## src/rtl/mult_scheduler.sv

```systemverilog
// Round-robin scheduler that time-shares one combinational WIDTHxWIDTH multiplier
// between NUM_REQ requesters using valid/ready request and response handshakes.
module mult_scheduler #(
    parameter int WIDTH   = 6,
    parameter int NUM_REQ = 4
) (
    input  logic                     clk,
    input  logic                     reset,
    input  logic                     enable,
    input  logic [NUM_REQ-1:0]       req_valid,
    input  logic [NUM_REQ*WIDTH-1:0] req_a,
    input  logic [NUM_REQ*WIDTH-1:0] req_b,
    output logic [NUM_REQ-1:0]       req_ready,
    output logic [WIDTH-1:0]         mult_a,
    output logic [WIDTH-1:0]         mult_b,
    input  logic [2*WIDTH-1:0]       mult_out,
    output logic [NUM_REQ-1:0]       rsp_valid,
    output logic [2*WIDTH-1:0]       rsp_data,
    input  logic [NUM_REQ-1:0]       rsp_ready,
    output logic                     busy,
    output logic [15:0]              ops_done
);
    localparam int IDXW = $clog2(NUM_REQ);

    typedef enum logic [1:0] {IDLE, EXEC, RESP} state_t;

    state_t              r_state;
    state_t              w_nextState;
    logic [IDXW-1:0]     r_lastGrant;
    logic [IDXW-1:0]     r_grant;
    logic [WIDTH-1:0]    r_opA;
    logic [WIDTH-1:0]    r_opB;
    logic [2*WIDTH-1:0]  r_rspData;
    logic [NUM_REQ-1:0]  r_rspValid;
    logic [15:0]         r_opsDone;

    logic [IDXW-1:0]     w_cand;
    logic [IDXW-1:0]     w_grantIdx;
    logic                w_found;
    logic                w_accept;
    logic                w_rspDone;
    logic [WIDTH-1:0]    w_selA;
    logic [WIDTH-1:0]    w_selB;
    logic [NUM_REQ-1:0]  w_grantHot;
    logic [NUM_REQ-1:0]  w_issuedHot;

    // Search upward from the requester after the last completed one, wrapping at NUM_REQ-1.
    always_comb begin
        w_cand     = r_lastGrant;
        w_found    = 1'b0;
        w_grantIdx = '0;
        for (int k = 0; k < NUM_REQ; k++) begin
            w_cand = (w_cand == IDXW'(NUM_REQ - 1)) ? '0 : w_cand + IDXW'(1);
            if (!w_found && req_valid[w_cand]) begin
                w_found    = 1'b1;
                w_grantIdx = w_cand;
            end
        end
    end

    always_comb begin
        w_selA      = '0;
        w_selB      = '0;
        w_grantHot  = '0;
        w_issuedHot = '0;
        for (int i = 0; i < NUM_REQ; i++) begin
            if (w_grantIdx == IDXW'(i)) begin
                w_selA        = req_a[i*WIDTH +: WIDTH];
                w_selB        = req_b[i*WIDTH +: WIDTH];
                w_grantHot[i] = 1'b1;
            end
            if (r_grant == IDXW'(i)) begin
                w_issuedHot[i] = 1'b1;
            end
        end
    end

    always_comb begin
        w_nextState = r_state;
        w_accept    = 1'b0;
        w_rspDone   = 1'b0;
        case (r_state)
            IDLE: begin
                if (enable && w_found) begin
                    w_accept    = 1'b1;
                    w_nextState = EXEC;
                end
            end
            EXEC: w_nextState = RESP;
            RESP: begin
                if (rsp_ready[r_grant]) begin
                    w_rspDone   = 1'b1;
                    w_nextState = IDLE;
                end
            end
            default: w_nextState = IDLE;
        endcase
    end

    always_ff @(posedge clk or posedge reset) begin
        if (reset) begin
            r_state <= IDLE;
        end else begin
            r_state <= w_nextState;
        end
    end

    // Fairness pointer moves only when a response handshake completes.
    always_ff @(posedge clk or posedge reset) begin
        if (reset) begin
            r_lastGrant <= IDXW'(NUM_REQ - 1);
            r_grant     <= '0;
            r_opA       <= '0;
            r_opB       <= '0;
            r_rspData   <= '0;
            r_rspValid  <= '0;
            r_opsDone   <= '0;
        end else begin
            if (w_accept) begin
                r_opA   <= w_selA;
                r_opB   <= w_selB;
                r_grant <= w_grantIdx;
            end
            if (r_state == EXEC) begin
                r_rspData  <= mult_out;
                r_rspValid <= w_issuedHot;
            end
            if (w_rspDone) begin
                r_rspValid  <= '0;
                r_lastGrant <= r_grant;
                r_opsDone   <= r_opsDone + 16'd1;
            end
        end
    end

    assign req_ready = (w_accept && !reset) ? w_grantHot : '0;
    assign mult_a    = r_opA;
    assign mult_b    = r_opB;
    assign rsp_valid = r_rspValid;
    assign rsp_data  = r_rspData;
    assign busy      = (r_state != IDLE);
    assign ops_done  = r_opsDone;

endmodule

```

## config.mk

```make
export PLATFORM = sky130hd
export DESIGN_NAME = mult_scheduler
export DESIGN_NICKNAME = d
export VERILOG_FILES = /design/src/rtl/mult_scheduler.sv
export SDC_FILE = /design/constraint.sdc
export NUM_CORES = 1
export LEC_CHECK = 0
export ABC_AREA = 1
export CAP_MARGIN = 25
export CORE_MARGIN = 3
export CORE_UTILIZATION = 45
export CTS_BUF_LIST = sky130_fd_sc_hd__clkbuf_4 sky130_fd_sc_hd__clkbuf_8
export DETAILED_ROUTE_END_ITERATION = 16
export PLACE_DENSITY = 0.84
export SYNTH_ARGS = -nofsm -noshare
export SYNTH_HDL_FRONTEND = slang
export SYNTH_SLANG_ARGS = --single-unit
```

## constraint.sdc

```tcl
create_clock -name clk -period 4.7 [get_ports clk]
set_clock_uncertainty 0.1 [all_clocks]
set_input_delay 1.41 -clock clk [delete_from_list [all_inputs] [get_ports clk]]
set_output_delay 1.41 -clock clk [all_outputs]
set_load 0.005 [all_outputs]
```

# After elaboration in Yosys (flattened, before gate mapping)
# Index checks and enable logic that the tools add are counted.
# op_classes
eq_ne	14
reduce_logical	15
add_sub_neg	5
n_mux	48
n_lt_le_gt_ge	5
# op_table
op	count
$mux 6	8
$mux 1	21
$mux 2	10
$eq 2x2->1 const B	9
$add 16x1->16 const B	1
$lt 2x3->1 const B	5
$mux 4	3
$bmux 1 s2	5
$add 2x1->2 const B	4
$eq 2x1->1 const B	3
$logic_not 2->1	3
$pmux 2 s3	1
$logic_and 1x1->1	5
$logic_not 1->1	4
$ne 2x2->1 const B	2
$reduce_bool 2->1	2
$reduce_and 2->1	1
# totals
output_inout_bits	49
reg_bits	50
in_bits	71

# Logic depth before layout (Yosys ltp)
# Gate-level depths: netlist of run 1.
# logic_depth
word_depth	19
mapped_depth	18
mapped_depth_nobuf	16

# Least setup slack after synthesis of run 1
# No wires, ideal clock.
# synth_path
path_kind	input -> output
start	in reset
end	out req_ready[0]
arrival_time_ps	2763
path_stages	3
path_slack_ps	427
path_cell_list	inv_1 > nand2_4 > nor3_2
# synth_between
elab_chain_cells	3
# synth_lines
item	line	text
start, declared	8	input logic reset,
$logic_not 1->1	136	assign req_ready = (w_accept && !reset) ? w_grantHot : '0;
$logic_and 1x1->1	136	
$mux 4	136	
end, declared	13	output logic [NUM_REQ-1:0] req_ready,
# Every way passes these cells.

# Worst setup path after layout of run 1
# layout_path
start	in req_valid[0]
end	out req_ready[3]
# layout_between
elab_chain_cells	17
elab_cells_between_ends	29
classes_between	eq/ne (1); mux (20); reduce/logical (8)
# layout_lines
item	line	text
start, declared	10	input logic [NUM_REQ-1:0] req_valid,
$bmux 1 s2	54	if (!w_found && req_valid[w_cand]) begin
$mux 1 (implied by the code)	54	
$mux 1	54	
$logic_not 1->1	54	
$logic_and 1x1->1	54	
$mux 1	54	
$logic_not 1->1	54	
$logic_and 1x1->1	54	
$mux 1	54	
$logic_not 1->1	54	
$logic_and 1x1->1	54	
$mux 1	54	
$logic_and 1x1->1	84	if (enable && w_found) begin
$mux 1	84	
$mux 1	82	case (r_state)
$logic_and 1x1->1	136	
$mux 4 *	136	
# Mark *: on every way between the ends. The rest lies on a longest branch, timed or not. The select of a mux whose other input is x is not followed.

==> metrics.yaml, run 1 <==
outcome:
  status: "finished, final reports clean"
synthesis:
  synth_seq_cells: 50
  synth_ff_type: "dfrtp_1"
  synth.yosys.seq_area_share_pct: 41.7
  synth-edff-count: 0
  synth.area.top_cells: "dfrtp_1 (40%), nand2_1 (12%), nand3_1 (8.3%)"
  async_reset_ff_share_pct: 100
  syn_avg_cell_area_um2: 8.19
  yosys_warnings: 0
  synth.distinct_cells: 33
  synth_top_area_share_pct: 40.0
  syn_nets: 440
  synth_area_leader_cell: "dfrtp_1"
  netlist_area_um2: 3000
  synthCells: 367
cts:
  cts_tree: "yes"
  cts_buffers: 5
  clk_path_buf_depth: 2
  cts_root_buf: "clkbuf_8"
  path_clk_slew_ns: 0.09
  cts_sinks: 50
  htree_num_levels: 2
  clk_latency_ns: 0.29
global_routing:
  grt_pass1_vias: 2962
  grt_overflow: 0
  grt_max_degree: 51
  antenna_found_initial: 0
  grt_usage_pct: 21.7
  grt_pass1_wl_um: 13400
routing:
  antenna_left: 0
  drcViolationCount: 0
  detailroute.via_count: 3009
  drt-wirelength-per-cell_um: 14.5
  dr.pass1.iters: 4
  drtIter0Drc: 151
  via_per_inst: 5.28
  wl_um: 8260
layout:
  fin_nets: 565
  final_core_util_pct: 69.0
  area_growth_pct: 47.5
  fillers: 546
  multi_input_area_um2: 1530
  drive_gt1_share_pct: 15.0
  antenna_cells: 0
  seq_area_um2: 1250
worst_setup_path:
  worstSetupPathType: "input port to primary output"
  reg2regPathDepth: 18
  startpoint_type: "input port"
  cpMostUsedCell: "nand2_1"
  worst_setup_path_end_kind: "primary output"
  critPathSlowestCell: "dlygate4sd2_1"
  critPathMaxFanout: 5
  arrival_ns: 2.88
  cp_cell_sequence: "dlygate4sd2_1, inv_1, nand2_1, nand2_1, nand2_1, nand2_2, nand3_1, nor2_1, nand2_1, nand2_2, nand2_1, nor2_1, dlygate4sd2_1"
  crit_path_max_incr_delay_ns: 0.26
  critPathRequiredTime_ns: 3.19
floorplanning:
  core_area_um2: 6420
  pin_count: 120
  die_area_um2: 7690
  die_h_um: 87.7
  start_util_pct: 46.8
  rows: 29
  dieWidth_um: 87.7
sta:
  worstMarginPinSlew_ns: 0.787
  hold_violations: 0
  rsz0062_at_grt: "no"
  period_share_pct: 93.5
  drv_slew: 0
  slew-limit-headroom_pct: 47.4
  min_period_ns: 4.39
  max_freq_mhz: 228
  setup_violations: 0
power_and_ir_drop:
  p_leak_nw: 2.12
  vdd_drop_max_v: 0.000357
  p_per_area_nw_per_um2: 664
  p_total_mw: 2.94
worst_hold_path:
  hold_path_class: "flop to flop"
  whs_path_depth: 2
placed_design:
  gp_congestion: 0.855
  portBuffers: 119
  dp_hpwl_um: 6180
job:
  maxCapViolCount: 0
-- critical path: cells and delay by family --
kind          cells  cell delay [ns]
buf+inv           3             0.59
simple gates     10             0.89
-- layer usage --
layer	track usage (%)	routed length, um
met1	25.4	3340
met3	3.95	463
met5	0	0
met4	5.44	144
met2	40.8	4310
-- metrics by stage --
step                hold WS (ns)  setup slack (ns)  instance area [um2]  std cells  TNS (ns)
finish                     0.385             0.306                 4430        570         0
global route               0.406             0.168                 4430        570         0
CTS                        0.390            0.0899                 4390        567         0
detailed placement         0.366            -0.200                 4240        554    -0.763
global placement           0.361            -0.137                 4240        554    -0.499
floorplan                  0.368             0.427                 3000        367         0
-- layout by cell type, fill, tap and decap left out, types with 2 or more instances in the layout --
cell,n
clkdlybuf4s15_1,2
nor2_2,4
dlymetal6s2s_1,3
nand3_1,50
nor3_2,2
o21ai_0,7
dfstp_2,2
buf_4,16
clkbuf_8,5
dlygate4sd2_1,3
o21bai_1,11
inv_2,8
inv_1,24
nor3b_1,2
clkdlybuf4s50_1,111
mux2_2,12
nand2_4,3
nand2_2,14
ha_1,2
nand3b_1,12
nor2_1,13
nand2_1,93
o31ai_1,4
xor2_1,7
nand4_1,16
dfrtp_1,48
xnor2_1,8
-- power by group --
part / total (mW) / switching, mW / internal [mW]
Clock: 0.304 / 0.139 / 0.165
Combinational: 1.94 / 1.07 / 0.871
Sequential: 0.693 / 0.100 / 0.593
Total: 2.94 / 1.31 / 1.63
-- synthesized netlist by cell type, types with 3 or more instances --
| cell type | n |
|---|---|
| nand2_1 | 98 |
| buf_6 | 3 |
| xnor2_1 | 8 |
| nand4_1 | 16 |
| clkbuf_1 | 3 |
| nor2_2 | 4 |
| nor2_1 | 13 |
| nand2_4 | 3 |
| o21ai_0 | 7 |
| nand2_2 | 9 |
| buf_4 | 4 |
| nand3_1 | 50 |
| o31ai_1 | 4 |
| dfrtp_1 | 48 |
| buf_2 | 7 |
| mux2_2 | 12 |
| nand3b_1 | 12 |
| inv_2 | 5 |
| xor2_1 | 7 |
| inv_1 | 27 |
| o21bai_1 | 11 |
-- sequential cells by signal (all words and copies together), names as in the netlist --
name         flops
ops_done        16
r_lastGrant      2
rsp_valid        4
mult_a           6
r_grant          2
rsp_data        12
mult_b           6
r_state          2
-- cell type report --
cell class,instances,area share [%]
clock buffer,6,1.72
tap,77,2.17
sequential,50,28.3
timing repair buffer,135,29.7
inverter,32,2.71
clock inverter,2,0.847
multi-input combinational,268,34.6
-- logic make-up (layout without fill, tap and decap cells) --
logic type / after synthesis / after routing / synth area share, %
AO/OA/AOI/OAI: 24 / 24 / 5.33
XOR/XNOR: 15 / 15 / 4.37
adder cells (fa/ha/maj): 2 / 2 / 0.833
buffers and inverters: 49 / 175 / 7.66
flip-flops: 50 / 50 / 41.7
multiplexers: 12 / 12 / 4.50
AND/OR/NAND/NOR: 215 / 215 / 35.6
-- what timing repair did --
item                                   CTS  global route
endpoints found under the hold margin    0             0
setup endpoints to repair                4             4
hold buffers                             0             0
pin swaps                                3             2
gates cloned                             0             0
setup buffers                            5             3
gates resized for setup                  7            10
-- final timing paths --
| path | startpoint | endpoint | slack [ns] |
|---|---|---|---|
| min | mult_a[1] | mult_a[1] | 0.39 |
| max in group asynchronous | reset | ops_done[12] | 2.52 |
| max | req_valid[0] | req_ready[3] | 0.31 |
| min in group asynchronous | reset | r_state[0] | 1.56 |
| max reg2reg | r_lastGrant[0] | mult_a[0] | 1.48 |
| min reg2reg | mult_a[1] | mult_a[1] | 0.39 |
(Power assumes the default switching activity.)
==> run 2: changes to the inputs <==
--- a/config.mk
+++ b/config.mk
@@ -12,6 +12,7 @@
 export CTS_BUF_LIST = sky130_fd_sc_hd__clkbuf_4 sky130_fd_sc_hd__clkbuf_8
 export DETAILED_ROUTE_END_ITERATION = 16
 export PLACE_DENSITY = 0.84
+export SKIP_CTS_REPAIR_TIMING = 1
 export SYNTH_ARGS = -nofsm -noshare
 export SYNTH_HDL_FRONTEND = slang
 export SYNTH_SLANG_ARGS = --single-unit
==> run 2 against run 1 <==
Net effect: die area stayed put; hold slack is essentially flat; core utilization shrank 0.29 points; critical path type unchanged; critical endpoint is now req_ready[1]; largest cell class unchanged; largest power group unchanged.
==> metrics.yaml, run 2 (synthesized netlist as in run 1, its figures left out) <==
outcome:
  status: "finished, final reports clean"
cts:
  cts_root_buf: "clkbuf_8"
  clk_path_buf_depth: 2  # unchanged
  cts_tree: "yes"
  path_clk_slew_ns: 0.09  # about the same
  cts_sinks: 50  # unchanged
  clk_latency_ns: 0.29  # about the same
  htree_num_levels: 2  # unchanged
  cts_buffers: 5  # unchanged
worst_setup_path:
  startpoint_type: "input port"
  rr_endpoint: "mult_a[5]"
  rrSetupSlack_ns: 1.85  # +0.37 ns
  worst_setup_path_end_kind: "primary output"
  critPathMaxFanout: 3  # -2
  r2r_start: "r_lastGrant[0]"
  crit_start: "req_valid[2]"
  crit_path_end: "req_ready[1]"
  worstSetupPathType: "input port to primary output"
  arrival_ns: 3.07  # +0.19 ns
  critPathRequiredTime_ns: 3.19  # about the same
  reg2regPathDepth: 16  # -2
layout:
  fin_cells: 566  # -0.70%
  largest_reg_flops: 16  # unchanged
  antenna_cells: 0  # unchanged
  layout.cells.most_common_list: "clkdlybuf4s50_1 (112), nand2_1 (94), nand3_1 (50)"
  area_growth_pct: 46.9
  fin_nets: 561  # -0.71%
  final_core_util_pct: 68.7  # -0.29 points
  mostFrequentLayoutCell: "clkdlybuf4s50_1"
  drive_gt1_share_pct: 14.3  # -0.70 points
floorplanning:
  start_util_pct: 46.8  # unchanged
  die_area_um2: 7690  # unchanged
  rows: 29  # unchanged
  core_area_um2: 6420  # unchanged
  die_h_um: 87.7  # unchanged
  pin_count: 120  # unchanged
  dieWidth_um: 87.7  # unchanged
worst_hold_path:
  hold_path_class: "flop to flop"
  whs_path_depth: 2  # unchanged
placed_design:
  dp_hpwl_um: 6180  # unchanged
  gp_congestion: 0.855  # unchanged
  portBuffers: 119  # unchanged
  dp.cells: 554  # unchanged
sta:
  period_share_pct: 97.4  # +3.9 points
  min_period_ns: 4.58  # +0.181 ns
  rsz0062_at_grt: "no"
  drv_slew: 0  # unchanged
  slew-limit-headroom_pct: 47.5  # about the same
  hold_violations: 0  # unchanged
  worstMarginPinSlew_ns: 0.786  # -0.000498 ns
  max_freq_mhz: 219  # -4.0%
  setup_violations: 0  # unchanged
global_routing:
  antenna_found_initial: 0  # unchanged
  grt_max_degree: 51  # unchanged
  grt_usage_pct: 21.4  # -0.31 points
  grt_pass1_vias: 2926  # -1.2%
  grt_overflow: 0  # unchanged
  grt_pass1_wl_um: 13300  # -1.3%
power_and_ir_drop:
  p_switching_mw: 1.31  # about the same
  p_per_area_nw_per_um2: 667  # +0.49%
  vdd_drop_max_v: 0.000338  # -5.4%
  internal_power_mw: 1.63  # about the same
  switching_share_pct: 44.6  # about the same
  combinationalPowerShare_pct: 66.2  # about the same
  clock_power_share_pct: 10.3  # about the same
  seq_power_share_pct: 23.6  # about the same
  p_leak_nw: 2.15  # +1.4%
routing:
  antenna_left: 0  # unchanged
  drcViolationCount: 0  # unchanged
  dr.pass1.iters: 4  # unchanged
  detailroute.via_count: 2977  # -1.1%
  via_per_inst: 5.26  # -0.36%
  drtIter0Drc: 166  # +9.9%
  drt-wirelength-per-cell_um: 14.5  # +0.30%
  wl_um: 8230  # -0.40%
job:
  maxCapViolCount: 0  # unchanged
run 2: critical path: stages:
cell	delay, ns
dlymetal6s2s_1	0.15
inv_1	0.07
nand2_1	0.07
nand2_2	0.13
nand2_1	0.06
nand2_1	0.10
nand3_1	0.11
nor2_1	0.12
nand2_1	0.09
nand2_2	0.10
nand2_1	0.05
nor2_1	0.09
clkdlybuf4s50_1	0.50
run 2: power by group through the flow:
| stage | clock network, mW | registers (mW) | logic, mW |
|---|---|---|---|
| after floorplan | 0 | 0.699 | 1.29 |
| after global placement | 0 | 0.691 | 1.83 |
| after detailed placement | 0 | 0.701 | 1.88 |
| after CTS | 0.311 | 0.692 | 1.89 |
| after global routing | 0.326 | 0.712 | 2.17 |
| final | 0.303 | 0.693 | 1.95 |
run 2: final cells by class:
| type | count | area (um2) |
|---|---|---|
| flip-flops and latches | 50 | 1250 |
| fillers | 534 | 2010 |
| clock inverters | 2 | 37.5 |
| well taps | 77 | 96.3 |
| clock buffers | 6 | 76.3 |
| repair buffers | 131 | 1300 |
| multi-input cells | 268 | 1530 |
| inverters | 32 | 120 |
run 2: layer usage:
layer	vias to the layer above	global-route usage [%]	share of wire, %
met2	106	39.9	51
met4	0	5.44	1.7
li1	1447	-	-
met3	17	3.95	5.5
met1	1407	25.2	41
met5	-	0	0
run 2: through the flow:
stage                     power [mW]  instance area, um2  worst slack (ns)  hold slack, ns  setup TNS, ns
after floorplan                 1.99                3000             0.427           0.368              0
after global placement          2.52                4240            -0.137           0.361         -0.499
after detailed placement        2.58                4240            -0.200           0.366         -0.763
after CTS                       2.89                4360            -0.200           0.390         -0.771
after global routing            3.21                4410            0.0428           0.406              0
final                           2.94                4410             0.124           0.385              0
run 2: worst min path at each step:
stage | start | end
finish | mult_a[1] | mult_a[1]
global route | ops_done[15] | ops_done[15]
CTS | mult_b[4] | mult_b[4]
detailed placement | mult_b[4] | mult_b[4]
global placement | ops_done[15] | ops_done[15]
floorplan | ops_done[15] | ops_done[15]
==> run 3: changes to the inputs <==
--- a/config.mk
+++ b/config.mk
@@ -5,14 +5,15 @@
 export SDC_FILE = /design/constraint.sdc
 export NUM_CORES = 1
 export LEC_CHECK = 0
-export ABC_AREA = 1
 export CAP_MARGIN = 25
 export CORE_MARGIN = 3
-export CORE_UTILIZATION = 45
+export CORE_UTILIZATION = 42
 export CTS_BUF_LIST = sky130_fd_sc_hd__clkbuf_4 sky130_fd_sc_hd__clkbuf_8
+export CTS_CLUSTER_DIAMETER = 80
 export DETAILED_ROUTE_END_ITERATION = 16
-export PLACE_DENSITY = 0.84
+export PLACE_DENSITY = 0.83
 export SKIP_CTS_REPAIR_TIMING = 1
+export SLEW_MARGIN = 20
 export SYNTH_ARGS = -nofsm -noshare
 export SYNTH_HDL_FRONTEND = slang
 export SYNTH_SLANG_ARGS = --single-unit
==> run 3 against run 2 <==
Net effect: wire length down 23%; critical path type unchanged; count of clock-buffer cells in the layout stayed put; sequential power up 3.6%; combinational power shrank 51%; non-clock buffer count fell by 2; register-to-register slack better by 0.31 ns; via count decreased by 25%; power shrank 33%; sequential cell count did not move.
==> metrics.yaml, run 3 <==
floorplanning:
  start_util_pct: 44.6  # -2.2 points
  die_h_um: 83.4  # -4.9%
  rows: 27  # -6.9%
  dieWidth_um: 83.4  # -4.9%
  pin_count: 120  # unchanged
  core_area_um2: 5640  # -12%
  die_area_um2: 6960  # -9.6%
sta:
  setup_slack_ns: 0.216  # +0.0915 ns
  rsz0062_at_grt: "no"
  min_period_ns: 4.48  # -0.0915 ns
  setup_violations: 0  # unchanged
  worstMarginPinSlew_ns: 0.885  # +0.0991 ns
  tns_ns: 0  # unchanged
  slew-limit-headroom_pct: 40.9  # -6.6 points
  drv_slew: 0  # unchanged
  period_share_pct: 95.4  # -1.9 points
  max_freq_mhz: 223  # +2.0%
  hold_violations: 0  # unchanged
synthesis:
  syn_avg_cell_area_um2: 10.6  # +30%
  synth.yosys.seq_area_share_pct: 49.8  # +8.1 points
  synth.distinct_cells: 42  # +27%
  synth.area.top_cells: "dfrtp_1 (48%), mux2i_1 (9.5%), nand2_1 (6.9%)"
  syn_nets: 310  # -30%
  synthCells: 237  # -35%
  yosys_warnings: 0  # unchanged
  synth-edff-count: 0  # unchanged
  async_reset_ff_share_pct: 100  # unchanged
  synth_commonest_cells: "dfrtp_1 (48), nand2_1 (46), mux2i_1 (24)"
  netlist_area_um2: 2520  # -16%
  synth_seq_cells: 50  # unchanged
  synth.most_common_cell: "dfrtp_1"
  synth_area_leader_cell: "dfrtp_1"
  synth_ff_type: "dfrtp_1"
  synth_top_area_share_pct: 47.7  # +7.8 points
routing:
  detailroute.via_count: 2222  # -25%
  antenna_left: 0  # unchanged
  drt-met1-wl_um: 2520  # -26%
  via_per_inst: 5.11  # -2.9%
  wl_met3_um: 590  # +29%
  dr.pass1.iters: 4  # unchanged
  drt-wirelength-per-cell_um: 14.5  # about the same
  wl_met2_um: 3140  # -26%
  drcViolationCount: 0  # unchanged
  wl_um: 6330  # -23%
  top_layer: "met4"
  drtIter0Drc: 105  # -37%
layout:
  antenna_cells: 0  # unchanged
  mostFrequentLayoutCell: "clkdlybuf4s50_1"
  largest_reg_flops: 16  # unchanged
  fin_nets: 435  # -22%
  area_growth_pct: 57.0
  drive_gt1_share_pct: 9.64  # -4.7 points
  layout.cells.most_common_list: "clkdlybuf4s50_1 (114), dfrtp_1 (48), nand2_1 (46)"
cts:
  cts_root_buf: "clkbuf_8"
  clk_path_buf_depth: 2  # unchanged
  htree_num_levels: 2  # unchanged
  cts_tree: "yes"
  cts_buffers: 5  # unchanged
  clk_latency_ns: 0.30  # about the same
  cts_sinks: 50  # unchanged
  path_clk_slew_ns: 0.09  # about the same
worst_setup_path:
  rr_endpoint: "mult_b[0]"
  arrival_ns: 2.97  # -0.10 ns
  worst_setup_path_end_kind: "primary output"
  worstSetupPathType: "input port to primary output"
  rrSetupSlack_ns: 2.16  # +0.31 ns
  r2r_start: "r_lastGrant[0]"
  reg2regPathDepth: 7  # -9
  startpoint_type: "input port"
  critPathRequiredTime_ns: 3.19  # about the same
  critPathMaxFanout: 4  # +1
global_routing:
  grt_max_degree: 51  # unchanged
  grt_pass1_vias: 2306  # -21%
  antenna_found_initial: 0  # unchanged
  grt_overflow: 0  # unchanged
  grt_usage_pct: 18.5  # -2.9 points
  grt_pass1_wl_um: 10600  # -20%
placed_design:
  dp_hpwl_um: 4880  # -21%
  portBuffers: 119  # unchanged
  pre_cts_ws_ns: -0.140  # +0.0600 ns
  gp_congestion: 0.775  # -9.4%
power_and_ir_drop:
  p_total_mw: 1.98  # -33%
  p_per_area_nw_per_um2: 501  # -25%
  vdd_drop_max_v: 0.000287  # -15%
  p_leak_nw: 1.76  # -18%
outcome:
  status: "finished, final reports clean"
job:
  maxCapViolCount: 0  # unchanged
worst_hold_path:
  min_to: "rsp_data[4]"
  whs_path_depth: 2  # unchanged
  hold_path_class: "flop to flop"
  worstHoldStart: "rsp_data[4]"
run 3: cell count changes after synthesis, sizes merged, moves of 7 or more:
cell    previous run  this run
a221oi             0        11
buf               14         7
inv               32         6
mux2              12         3
mux2i              0        24
nand2            110        46
nand3             51         7
nand3b            12         1
nand4             16         7
o21bai            11         0
run 3: per-stage QoR:
stage	area, um2	hold WS (ns)	utilization [%]	std cells
2_1_floorplan	2520	0.368	-	237
3_3_place_gp	3790	0.356	67.3	425
4_1_cts	3910	0.389	69.3	433
5_1_grt	3950	0.407	70.0	435
6_report	3950	0.380	70.0	435
3_5_place_dp	3790	0.366	67.3	425
run 3: worst max-delay path, cell delays in order:
cell and delay [ns]:
clkdlybuf4s50_1 0.50, o311ai_4 0.14, nor4_4 0.19, nor3b_2 0.21
clkdlybuf4s50_1 0.52
run 3: area by class of cell:
| cell class | count | area [um2] |
|---|---|---|
| fillers | 432 | 1690 |
| repair buffers | 129 | 1280 |
| flip-flops and latches | 50 | 1250 |
| multi-input cells | 170 | 1190 |
| well taps | 72 | 90.1 |
| clock buffers | 6 | 76.3 |
| clock inverters | 2 | 37.5 |
| inverters | 6 | 22.5 |
run 3: where the power goes:
group          switching (mW)  internal [mW]
combinational           0.402          0.554
sequential              0.127          0.592
clock                   0.140          0.165
run 3: worst max path at each step:
stage	end	slack [ns]	cells past startpoint	start
after detailed placement	req_ready[1]	-0.14	6	req_valid[3]
after global routing	req_ready[1]	0.13	5	enable
after floorplan	req_ready[2]	0.40	2	reset
after CTS	req_ready[1]	-0.14	6	req_valid[3]
final	req_ready[1]	0.22	5	enable
after global placement	req_ready[1]	-0.1	6	req_valid[3]
run 3: kinds of logic after synthesis:
group	count (synthesis)	synth area share, %
mux	28	11.8
compound gates	26	8.35
fa+ha+maj	2	0.994
flops	50	49.8
buf+inv	17	3.38
simple gates	99	20.4
xor+xnor	15	5.22
run 3: routing by layer:
layer  vias to the layer above  GRT usage [%]
met2                        99           32.3
met4                         0           4.75
met1                      1036           21.2
met3                         9           7.14
li1                       1078              -
met5                         -              0
